`config.mk`:
```
export PLATFORM = sky130hd
export DESIGN_NAME = issue_dispatch_ctrl
export DESIGN_NICKNAME = d
export VERILOG_FILES = /design/src/rtl/issue_pkg.sv /design/src/rtl/issue_opclass_decode.sv /design/src/rtl/issue_dispatch_ctrl.sv
export SDC_FILE = /design/constraint.sdc
export NUM_CORES = 1
export LEC_CHECK = 0
export ABC_AREA = 1
export BUFFER_PORTS_ARGS = -buffer_cell sky130_fd_sc_hd__buf_4
export CAP_MARGIN = 20
export CORE_ASPECT_RATIO = 1.75
export CORE_MARGIN = 2
export CORE_UTILIZATION = 30
export DETAILED_ROUTE_END_ITERATION = 6
export GPL_TIMING_DRIVEN = 0
export HOLD_SLACK_MARGIN = 0.06
export PLACE_DENSITY = 0.56
export SYNTH_ARGS = -nofsm -noshare
export SYNTH_HDL_FRONTEND = slang
export SYNTH_SLANG_ARGS = --single-unit
```
`constraint.sdc`:
```
create_clock -name clk_in -period 1.6 [get_ports clk_in]
set_input_delay 0.32 -clock clk_in [delete_from_list [all_inputs] [get_ports clk_in]]
set_output_delay 0.32 -clock clk_in [all_outputs]
set_load 0.02 [all_outputs]
```
`src/rtl/issue_pkg.sv`:
```
// ============================================================================
// Module      : issue_pkg
// Description : Opcode constants, instruction classes, target masks and FSM
//               state encoding shared by the issue-stage dispatch logic.
// Revision    : 1.0 - initial release
// ============================================================================
`default_nettype none

package issue_pkg;

    localparam logic [6:0] c_OP_ALU_R = 7'b0110011;
    localparam logic [6:0] c_OP_ALU_I = 7'b0010011;
    localparam logic [6:0] c_OP_BR    = 7'b1100011;
    localparam logic [6:0] c_OP_JALR  = 7'b1100111;
    localparam logic [6:0] c_OP_LD    = 7'b0000011;
    localparam logic [6:0] c_OP_ST    = 7'b0100011;
    localparam logic [6:0] c_OP_LUI   = 7'b0110111;
    localparam logic [6:0] c_OP_AUIPC = 7'b0010111;
    localparam logic [6:0] c_OP_JAL   = 7'b1101111;

    typedef enum logic [2:0] {
        CLS_ALU   = 3'd0,
        CLS_BR    = 3'd1,
        CLS_JALR  = 3'd2,
        CLS_LD    = 3'd3,
        CLS_ST    = 3'd4,
        CLS_UPPER = 3'd5,
        CLS_JAL   = 3'd6,
        CLS_ILL   = 3'd7
    } inst_class_e;

    typedef enum logic [1:0] {
        ST_IDLE      = 2'd0,
        ST_FLUSH     = 2'd1,
        ST_WAIT_JALR = 2'd2
    } issue_state_e;

    typedef struct packed {
        logic rob;
        logic rs;
        logic lsb_rs;
        logic lsb;
    } target_mask_t;

    // Every class allocates a ROB entry; only the execution resources differ.
    function automatic target_mask_t targets_of(input inst_class_e cls);
        target_mask_t m;
        m = '{rob: 1'b1, rs: 1'b0, lsb_rs: 1'b0, lsb: 1'b0};
        case (cls)
            CLS_ALU, CLS_BR, CLS_JALR: m.rs = 1'b1;
            CLS_LD, CLS_ST: begin
                m.lsb_rs = 1'b1;
                m.lsb    = 1'b1;
            end
            default: m.rs = 1'b0;
        endcase
        return m;
    endfunction

endpackage

`default_nettype wire

```
`src/rtl/issue_opclass_decode.sv`:
```
// ============================================================================
// Module      : issue_opclass_decode
// Description : Combinational opcode to instruction-class and target-mask map.
// Revision    : 1.0 - initial release
// ============================================================================
`default_nettype none

module issue_opclass_decode
    import issue_pkg::*;
(
    input  logic [6:0]   i_opcode,
    output inst_class_e  o_class,
    output target_mask_t o_mask
);

    inst_class_e w_class;

    always_comb begin
        w_class = CLS_ILL;
        case (i_opcode)
            c_OP_ALU_R, c_OP_ALU_I: w_class = CLS_ALU;
            c_OP_BR:                w_class = CLS_BR;
            c_OP_JALR:              w_class = CLS_JALR;
            c_OP_LD:                w_class = CLS_LD;
            c_OP_ST:                w_class = CLS_ST;
            c_OP_LUI, c_OP_AUIPC:   w_class = CLS_UPPER;
            c_OP_JAL:               w_class = CLS_JAL;
            default:                w_class = CLS_ILL;
        endcase
    end

    assign o_class = w_class;
    assign o_mask  = targets_of(w_class);

endmodule

`default_nettype wire

```
`src/rtl/issue_dispatch_ctrl.sv`:
```
// ============================================================================
// Module      : issue_dispatch_ctrl
// Description : Issue-stage sequencer: pops the fetch FIFO head and strobes
//               ROB / RS / LSB-RS / LSB, with flush and JALR serialization.
// Revision    : 1.0 - initial release
// ============================================================================
`default_nettype none

module issue_dispatch_ctrl
    import issue_pkg::*;
#(
    parameter int ROB_ID_W       = 5,
    parameter int CNT_W          = 32,
    parameter int FLUSH_CYCLES   = 2,
    parameter int SERIALIZE_JALR = 1
) (
    input  logic                clk_in,
    input  logic                rst_in,
    input  logic                rdy_in,
    input  logic                _clear,
    input  logic                _q_empty,
    input  logic [31:0]         _q_inst,
    output logic                _q_pop,
    output logic                _q_flush,
    input  logic                _rob_full,
    input  logic [ROB_ID_W-1:0] _rob_tail_id,
    input  logic                _rs_full,
    input  logic                _lsb_rs_full,
    input  logic                _lsb_full,
    input  logic                _jalr_done,
    output logic                _rob_ready,
    output logic                _rs_ready,
    output logic                _lsb_rs_ready,
    output logic                _lsb_ready,
    output logic [2:0]          _disp_class,
    output logic [ROB_ID_W-1:0] _disp_rob_id,
    output logic [31:0]         _disp_inst,
    output logic [CNT_W-1:0]    _issued_cnt,
    output logic [CNT_W-1:0]    _stall_cnt
);

    localparam int c_TMR_W = (FLUSH_CYCLES > 1) ? $clog2(FLUSH_CYCLES) : 1;

    issue_state_e        r_state;
    issue_state_e        w_state_nxt;
    logic [c_TMR_W-1:0]  r_flush_tmr;
    logic [c_TMR_W-1:0]  w_flush_tmr_nxt;

    inst_class_e         w_class;
    target_mask_t        w_mask;
    logic                w_targets_free;
    logic                w_can_go;
    logic                w_stall;

    target_mask_t        r_strobe;
    logic                r_q_flush;
    inst_class_e         r_disp_class;
    logic [ROB_ID_W-1:0] r_disp_rob_id;
    logic [31:0]         r_disp_inst;
    logic [CNT_W-1:0]    r_issued_cnt;
    logic [CNT_W-1:0]    r_stall_cnt;

    issue_opclass_decode u_decode (
        .i_opcode (_q_inst[6:0]),
        .o_class  (w_class),
        .o_mask   (w_mask)
    );

    assign w_targets_free = (!w_mask.rob    || !_rob_full)
                         && (!w_mask.rs     || !_rs_full)
                         && (!w_mask.lsb_rs || !_lsb_rs_full)
                         && (!w_mask.lsb    || !_lsb_full);

    // rst_in is folded in so the combinational pop is also quiet during reset.
    assign w_can_go = rst_in && !_q_empty && w_targets_free && (r_state == ST_IDLE)
                   && rdy_in && !_clear;

    assign w_stall  = !_q_empty && (r_state == ST_IDLE) && rdy_in && !_clear && !w_can_go;

    always_comb begin
        w_state_nxt     = r_state;
        w_flush_tmr_nxt = r_flush_tmr;
        if (rdy_in) begin
            if (_clear) begin
                w_state_nxt     = ST_FLUSH;
                w_flush_tmr_nxt = c_TMR_W'(FLUSH_CYCLES - 1);
            end else begin
                case (r_state)
                    ST_IDLE: begin
                        if (w_can_go && (w_class == CLS_JALR) && (SERIALIZE_JALR != 0))
                            w_state_nxt = ST_WAIT_JALR;
                    end
                    ST_FLUSH: begin
                        if (r_flush_tmr == '0)
                            w_state_nxt = ST_IDLE;
                        else
                            w_flush_tmr_nxt = r_flush_tmr - c_TMR_W'(1);
                    end
                    ST_WAIT_JALR: begin
                        if (_jalr_done)
                            w_state_nxt = ST_IDLE;
                    end
                    default: w_state_nxt = ST_IDLE;
                endcase
            end
        end
    end

    always_ff @(posedge clk_in or negedge rst_in) begin
        if (!rst_in) begin
            r_state     <= ST_IDLE;
            r_flush_tmr <= '0;
        end else begin
            r_state     <= w_state_nxt;
            r_flush_tmr <= w_flush_tmr_nxt;
        end
    end

    // w_can_go already excludes pause and clear, so strobes drop in those cycles.
    always_ff @(posedge clk_in or negedge rst_in) begin
        if (!rst_in) begin
            r_strobe      <= '0;
            r_q_flush     <= 1'b0;
            r_disp_class  <= CLS_ALU;
            r_disp_rob_id <= '0;
            r_disp_inst   <= '0;
            r_issued_cnt  <= '0;
            r_stall_cnt   <= '0;
        end else begin
            r_strobe  <= w_can_go ? w_mask : '0;
            r_q_flush <= rdy_in && _clear;
            if (w_can_go) begin
                r_disp_class  <= w_class;
                r_disp_rob_id <= _rob_tail_id;
                r_disp_inst   <= _q_inst;
                r_issued_cnt  <= r_issued_cnt + CNT_W'(1);
            end
            if (w_stall)
                r_stall_cnt <= r_stall_cnt + CNT_W'(1);
        end
    end

    assign _q_pop        = w_can_go;
    assign _q_flush      = r_q_flush;
    assign _rob_ready    = r_strobe.rob;
    assign _rs_ready     = r_strobe.rs;
    assign _lsb_rs_ready = r_strobe.lsb_rs;
    assign _lsb_ready    = r_strobe.lsb;
    assign _disp_class   = r_disp_class;
    assign _disp_rob_id  = r_disp_rob_id;
    assign _disp_inst    = r_disp_inst;
    assign _issued_cnt   = r_issued_cnt;
    assign _stall_cnt    = r_stall_cnt;

endmodule

`default_nettype wire
```
# After elaboration in Yosys (flattened, before gate mapping)

Index checks and enable logic that the tools add are counted.

Add/sub/neg operators: 3
Multipliers: 0
Div/mod/pow operators: 0
Magnitude comparators: 0
Equal/unequal tests: 18
Shift-type cells: 0
Mux-type cells: 12
Bitwise gates (word level): 0
Reductions and logical operators: 36

Operators with widths:

| cell                                                  | number |
|---|---|
| adder 32 x 1 -> 32 bit, second input constant         | 2 |
| == test 7 x 6 -> 1 bit, second input constant         | 3 |
| == test 7 bit, second input constant                  | 3 |
| case mux 3 bit (7 select lines)                       | 1 |
| == test 7 x 5 -> 1 bit, second input constant         | 2 |
| logical AND 1 bit                                     | 14 |
| zero test 1 bit                                       | 10 |
| two-way mux 2 bit                                     | 5 |
| == test 7 x 2 -> 1 bit, second input constant         | 1 |
| == test 3 x 2 -> 1 bit, second input constant         | 2 |
| inequality test 3 bit, second input constant          | 2 |
| case mux 2 bit (3 select lines)                       | 1 |
| OR reduction 2 bit                                    | 3 |
| two-way mux 1 bit                                     | 4 |
| two-way mux 4 bit                                     | 1 |
| AND reduction 4 bit                                   | 1 |
| == test 3 x 1 -> 1 bit, second input constant         | 1 |
| == test 3 bit, second input constant                  | 1 |
| zero test 3 bit                                       | 1 |
| logical OR 1 bit                                      | 3 |
| inequality test 3 x 2 -> 1 bit, second input constant | 1 |
| OR reduction 3 bit                                    | 1 |
| == test 2 x 1 -> 1 bit, second input constant         | 1 |
| == test 2 bit, second input constant                  | 1 |
| other kinds (4)                                       | 4 |

Register bits: 112
Latch bits: 0
Memory bits (writable): 0
ROM bits: 0
Word-level logic and storage cells: 81
Memories kept: 0

# Longest topological paths before layout

Word-level depth: 19
Gate-level depth with buffers: 12
Gate-level depth less buffers: 11

# Cells and area by module

From an unflattened synthesis, not the netlist that was laid out.

Cells, all modules: 907
Area total of the unflattened synthesis: 6200.9 um^2

By module, submodules not included:

| module               | times used | cells an instance | area an instance (um^2) |
|---|---|---|---|
| issue_dispatch_ctrl  | 1          | 861               | 5984.5 |
| issue_opclass_decode | 1          | 46                | 216.5 |

# Least setup slack after synthesis

No wires, ideal clock.

Path kind: reg-to-reg
Start point: register r_issued_cnt[0] (netlist: _issued_cnt[0])
End point: register r_issued_cnt[14] (netlist: _issued_cnt[14])
Setup time: 0.121 ns
Arrival time: 1.534 ns
Path slack: -0.055 ns
Stages on the path, launching flop included: 10
Clock period less this slack: 1.655 ns
Cells stage by stage: dfrtp_1 ha_1 inv_1 nor2_1 nand2_1 nor2_1 inv_1 nor3_1 nand2_1 xor2_1

Cells in the longest elaborated chain, start to end: 1

Ends and longest elaborated chain:

| item                   | RTL line                   | text |
|---|---|---|
| start, declared        | issue_dispatch_ctrl.sv:60  | `logic [CNT_W-1:0] r_issued_cnt;` |
| start signal, assigned | issue_dispatch_ctrl.sv:136 | `r_issued_cnt <= r_issued_cnt + CNT_W'(1);` |
| adder 32 x 1 -> 32 bit | issue_dispatch_ctrl.sv:136 |  |

No other way between the ends.
A chain may end at the register's enable or synchronous reset.

# Worst setup path after layout

Start point: register r_state[0]
End point: output port _q_pop

Cells in the longest elaborated chain, start to end: 4

Ends and longest elaborated chain:

| item                           | RTL line                   | text |
|---|---|---|
| start, declared                | issue_dispatch_ctrl.sv:44  | `issue_state_e r_state;` |
| start signal, assigned         | issue_dispatch_ctrl.sv:114 | `r_state <= w_state_nxt;` |
| zero test 2 bit                | issue_dispatch_ctrl.sv:75  | `assign w_can_go = rst_in && !_q_empty && w_targets_free && (r_state == ST_IDLE)` |
| logical AND 1 bit              | issue_dispatch_ctrl.sv:75  |  |
| logical AND 1 bit (2 in a row) | issue_dispatch_ctrl.sv:76  | `&& rdy_in && !_clear;` |
| end, declared                  | issue_dispatch_ctrl.sv:23  | `output logic _q_pop,` |

No other way between the ends.

==> results.md <==
* Hold Violations, Final at 47
* Endpoints failing setup at 107
* Via density per instance at 4.69
* Post-synth top area share at 47.6%
* Worst path slowest cell: dfrtp_1
* Max Clk Rate at 508 MHz
* Clock sinks at 111
* CTS clk-pin slew, worst paths at 80 ps
* PD cells at 1060 nW/um2
* Setup crit start kind: flip-flop
* CTS tree: yes
* Prevailing post-synth register cell: dfrtp_1
* Max_slew headroom at 61.9%
* Vias in the first global route at 5,647
* RSZ-0062 raised after global routing: yes
* Layout cells sized above 1 at 37.8%
* Total detailed-routing wirelength at 19.8 mm
* Peak VDD IR at 0.000551 V
* Syn Inst Count at 783
* Library cells used by synthesis at 27
* Post-DRT Antenna Nets at 0
* Sequential element share of the synthesized area at 47.6%
* Tcrit/Tclk final at 123%
* Leak at 4.38 nW
* Final min period at 1970 ps
* Core Area at 19,100 um2
* Synthesized net count at 832
* Synth Register Bits at 111
* Critical Path AT at 1650 ps
* FF-to-FF End: _stall_cnt[16]
* Pin count of the biggest net entering global routing at 50
* Placed Instances at 1,181
* Die area at 20,600 um2
* Global-route wire length before repair at 29.1 mm
* Most frequent cell after synthesis: nand2_1
* Final slew viol count at 0
* Die Width at 109 um
* Num rows at 67
* Crit-path cells: inv_1 > nand2_2 > nor2_2 > nand4_1 > a21oi_2 > nand2_4 > inv_8 > buf_8 > buf_6
* Worst setup path category: reg -> out
* Drt pass-1 iters at 4
* Via count at 5,773
* FF-to-FF path depth at 13
* CP max FO at 2
* Fin nets at 1,035
* Total congestion overflow at 0
* Clock Skew at 6.72 ps
* PnR worst setup slack at -367 ps
* # diodes at 0
* Port Buffer Count at 156
* Area Overhead vs Synth at 52.5%
* Initial cell density of the core at 30.5%
* FILL cells at 1,907
* DIE HEIGHT at 188 um
* Mapped Avg Cell Area at 7.44 um2
* Crit end category: output port
* Max-cap violations at 0
* Type of the worst min-delay path: in -> async
* Worst path required time at 1280 ps
* IO Count at 157
* Worst-Margin Slew at 567 ps
* Synth async-reset ratio at 100%
* Worst skew pair latency at 360 ps
* Total CTS buffers at 9
* Synth area leaders: dfrtp_1 (48%), nand2_1 (22%), xor2_1 (7.1%), nor2_1 (5.4%), inv_1 (3.5%)
* Synth top cells by count: nand2_1 (341), dfrtp_1 (111), nor2_1 (84)
* DRC Markers at 0
* CP peak stage delay at 390 ps
* Layout Cells excl Fill at 1,232
* Initial antenna violation count at 0
* Root Driver: clkbuf_16
* Htree depth at 3
* Beginning of the worst register-to-register path: r_state[0]
* Failing checks: negative hold slack, negative setup slack
* Routed len/inst at 16.1 um
* Worst hold slack at -185 ps
* Pre-CTS setup slack at -998 ps
* Synth area leader: dfrtp_1
* Post-DP HPWL at 14.1 mm
* Initial DRC Count at 237
* Ys Warns at 0
* Cell area after synthesis at 5830 um2
* Clock Tree Buf Depth at 2
* Gpl congestion at 0.887
* Post-synth EDFFs at 0
* Status: complete, but fails checks
* GRT Total Usage at 18.5%
* Reg2reg setup slack at -360 ps
==> critical path, delay by kind of cell (launching register included) <==
family                 cells  cell delay, ps
DFF                        1             390
and+or+nand+nor            4             370
buffers and inverters      4             330
AOI/OAI and AO/OA          1             200
==> how the worst max path moves through the flow <==
stage | startpoint | to | slack, ps
after floorplan | _issued_cnt[0] | _issued_cnt[14] | 10
after global placement | rst_in | _q_pop | -1500
after detailed placement | rst_in | _q_pop | -1000
after CTS | r_state[0] | _q_pop | -380
after global routing | r_state[0] | _stall_cnt[15] | -470
final | r_state[0] | _q_pop | -370
==> cells in the final DEF (no fill, tap or decap), types with 8 or more instances in the layout <==
| cell | count |
|---|---|
| o21ai_2 | 12 |
| nand2_4 | 25 |
| inv_1 | 51 |
| o21ai_1 | 8 |
| inv_2 | 9 |
| xor2_1 | 47 |
| nor2_1 | 63 |
| nor2_2 | 12 |
| buf_8 | 12 |
| clkbuf_16 | 17 |
| buf_4 | 174 |
| nand4_1 | 11 |
| nand2_2 | 54 |
| nor2_4 | 10 |
| o21ai_0 | 16 |
| nand2_1 | 265 |
| dfrtp_1 | 105 |
| nor3_1 | 24 |
| nand3_1 | 11 |
==> metal layers <==
metal	GRT usage, %	part of all wire [%]	vias up
met4	10.9	5.9	0
met5	0	0	-
li1	-	-	2830
met3	2.84	4.0	55
met2	34.3	55	177
met1	18.9	35	2711
==> timing repair <==
action,CTS,global route
buffers inserted,13,14
pin swaps,5,42
setup endpoints to repair,109,108
gates resized for setup,61,176
hold endpoints to repair,47,47
cloned,2,9
==> stage by stage <==
stage | utilization, % | power, W | area [um2] | hold WS [ps] | setup TNS, ps
2_1_floorplan | - | 0.00521 | 5830 | 24.4 | 0
3_3_place_gp | 38.2 | 0.00651 | 7310 | 463 | -147400
3_5_place_dp | 38.4 | 0.00656 | 7340 | 297 | -76850
4_1_cts | 42.0 | 0.00918 | 8020 | -179 | -12710
5_1_grt | 46.5 | 0.00992 | 8890 | -180 | -32390
6_report | 46.5 | 0.00941 | 8890 | -185 | -20510
==> logic make-up (layout without fill, tap and decap cells) <==
kind of cell,count (synthesis),count (layout),share of synthesized area (%)
AO/OA/AOI/OAI,39,39,3.41
XOR/XNOR,54,54,8.11
adder cells (fa/ha/maj),2,2,0.429
buffers and inverters,83,291,6.27
flip-flops,111,111,47.6
AND/OR/NAND/NOR,494,494,34.1
==> state kept, by name, indices dropped and copies added, names as in the netlist <==
signal        count
_disp_rob_id      5
_rs_ready         1
_disp_class       3
r_flush_tmr       1
_disp_inst       32
_lsb_ready        1
_rob_ready        1
_stall_cnt       32
_issued_cnt      32
r_state           2
_q_flush          1
==> layout make-up <==
type                            count  area (um2)  share of cell area [%]
Inverter                           62         253                    2.84
Timing Repair Buffer              193        1740                    19.5
Timing Repair inverter              1        8.76                  0.0985
Buffer                             19         265                    2.98
Clock buffer                       13         280                    3.15
Sequential cell                   111        2790                    31.3
Multi-Input combinational cell    589        3210                    36.2
Clock inverter                      3        47.5                   0.535
Tap cell                          241         302                    3.39
==> power breakdown <==
group | switching, W | leakage [nW] | internal (W)
combinational | 0.00172 | 2.79 | 0.00130
clock | 0.00110 | 0.162 | 0.00140
sequential | 0.000551 | 1.43 | 0.00334
(Power assumes the default switching activity.)
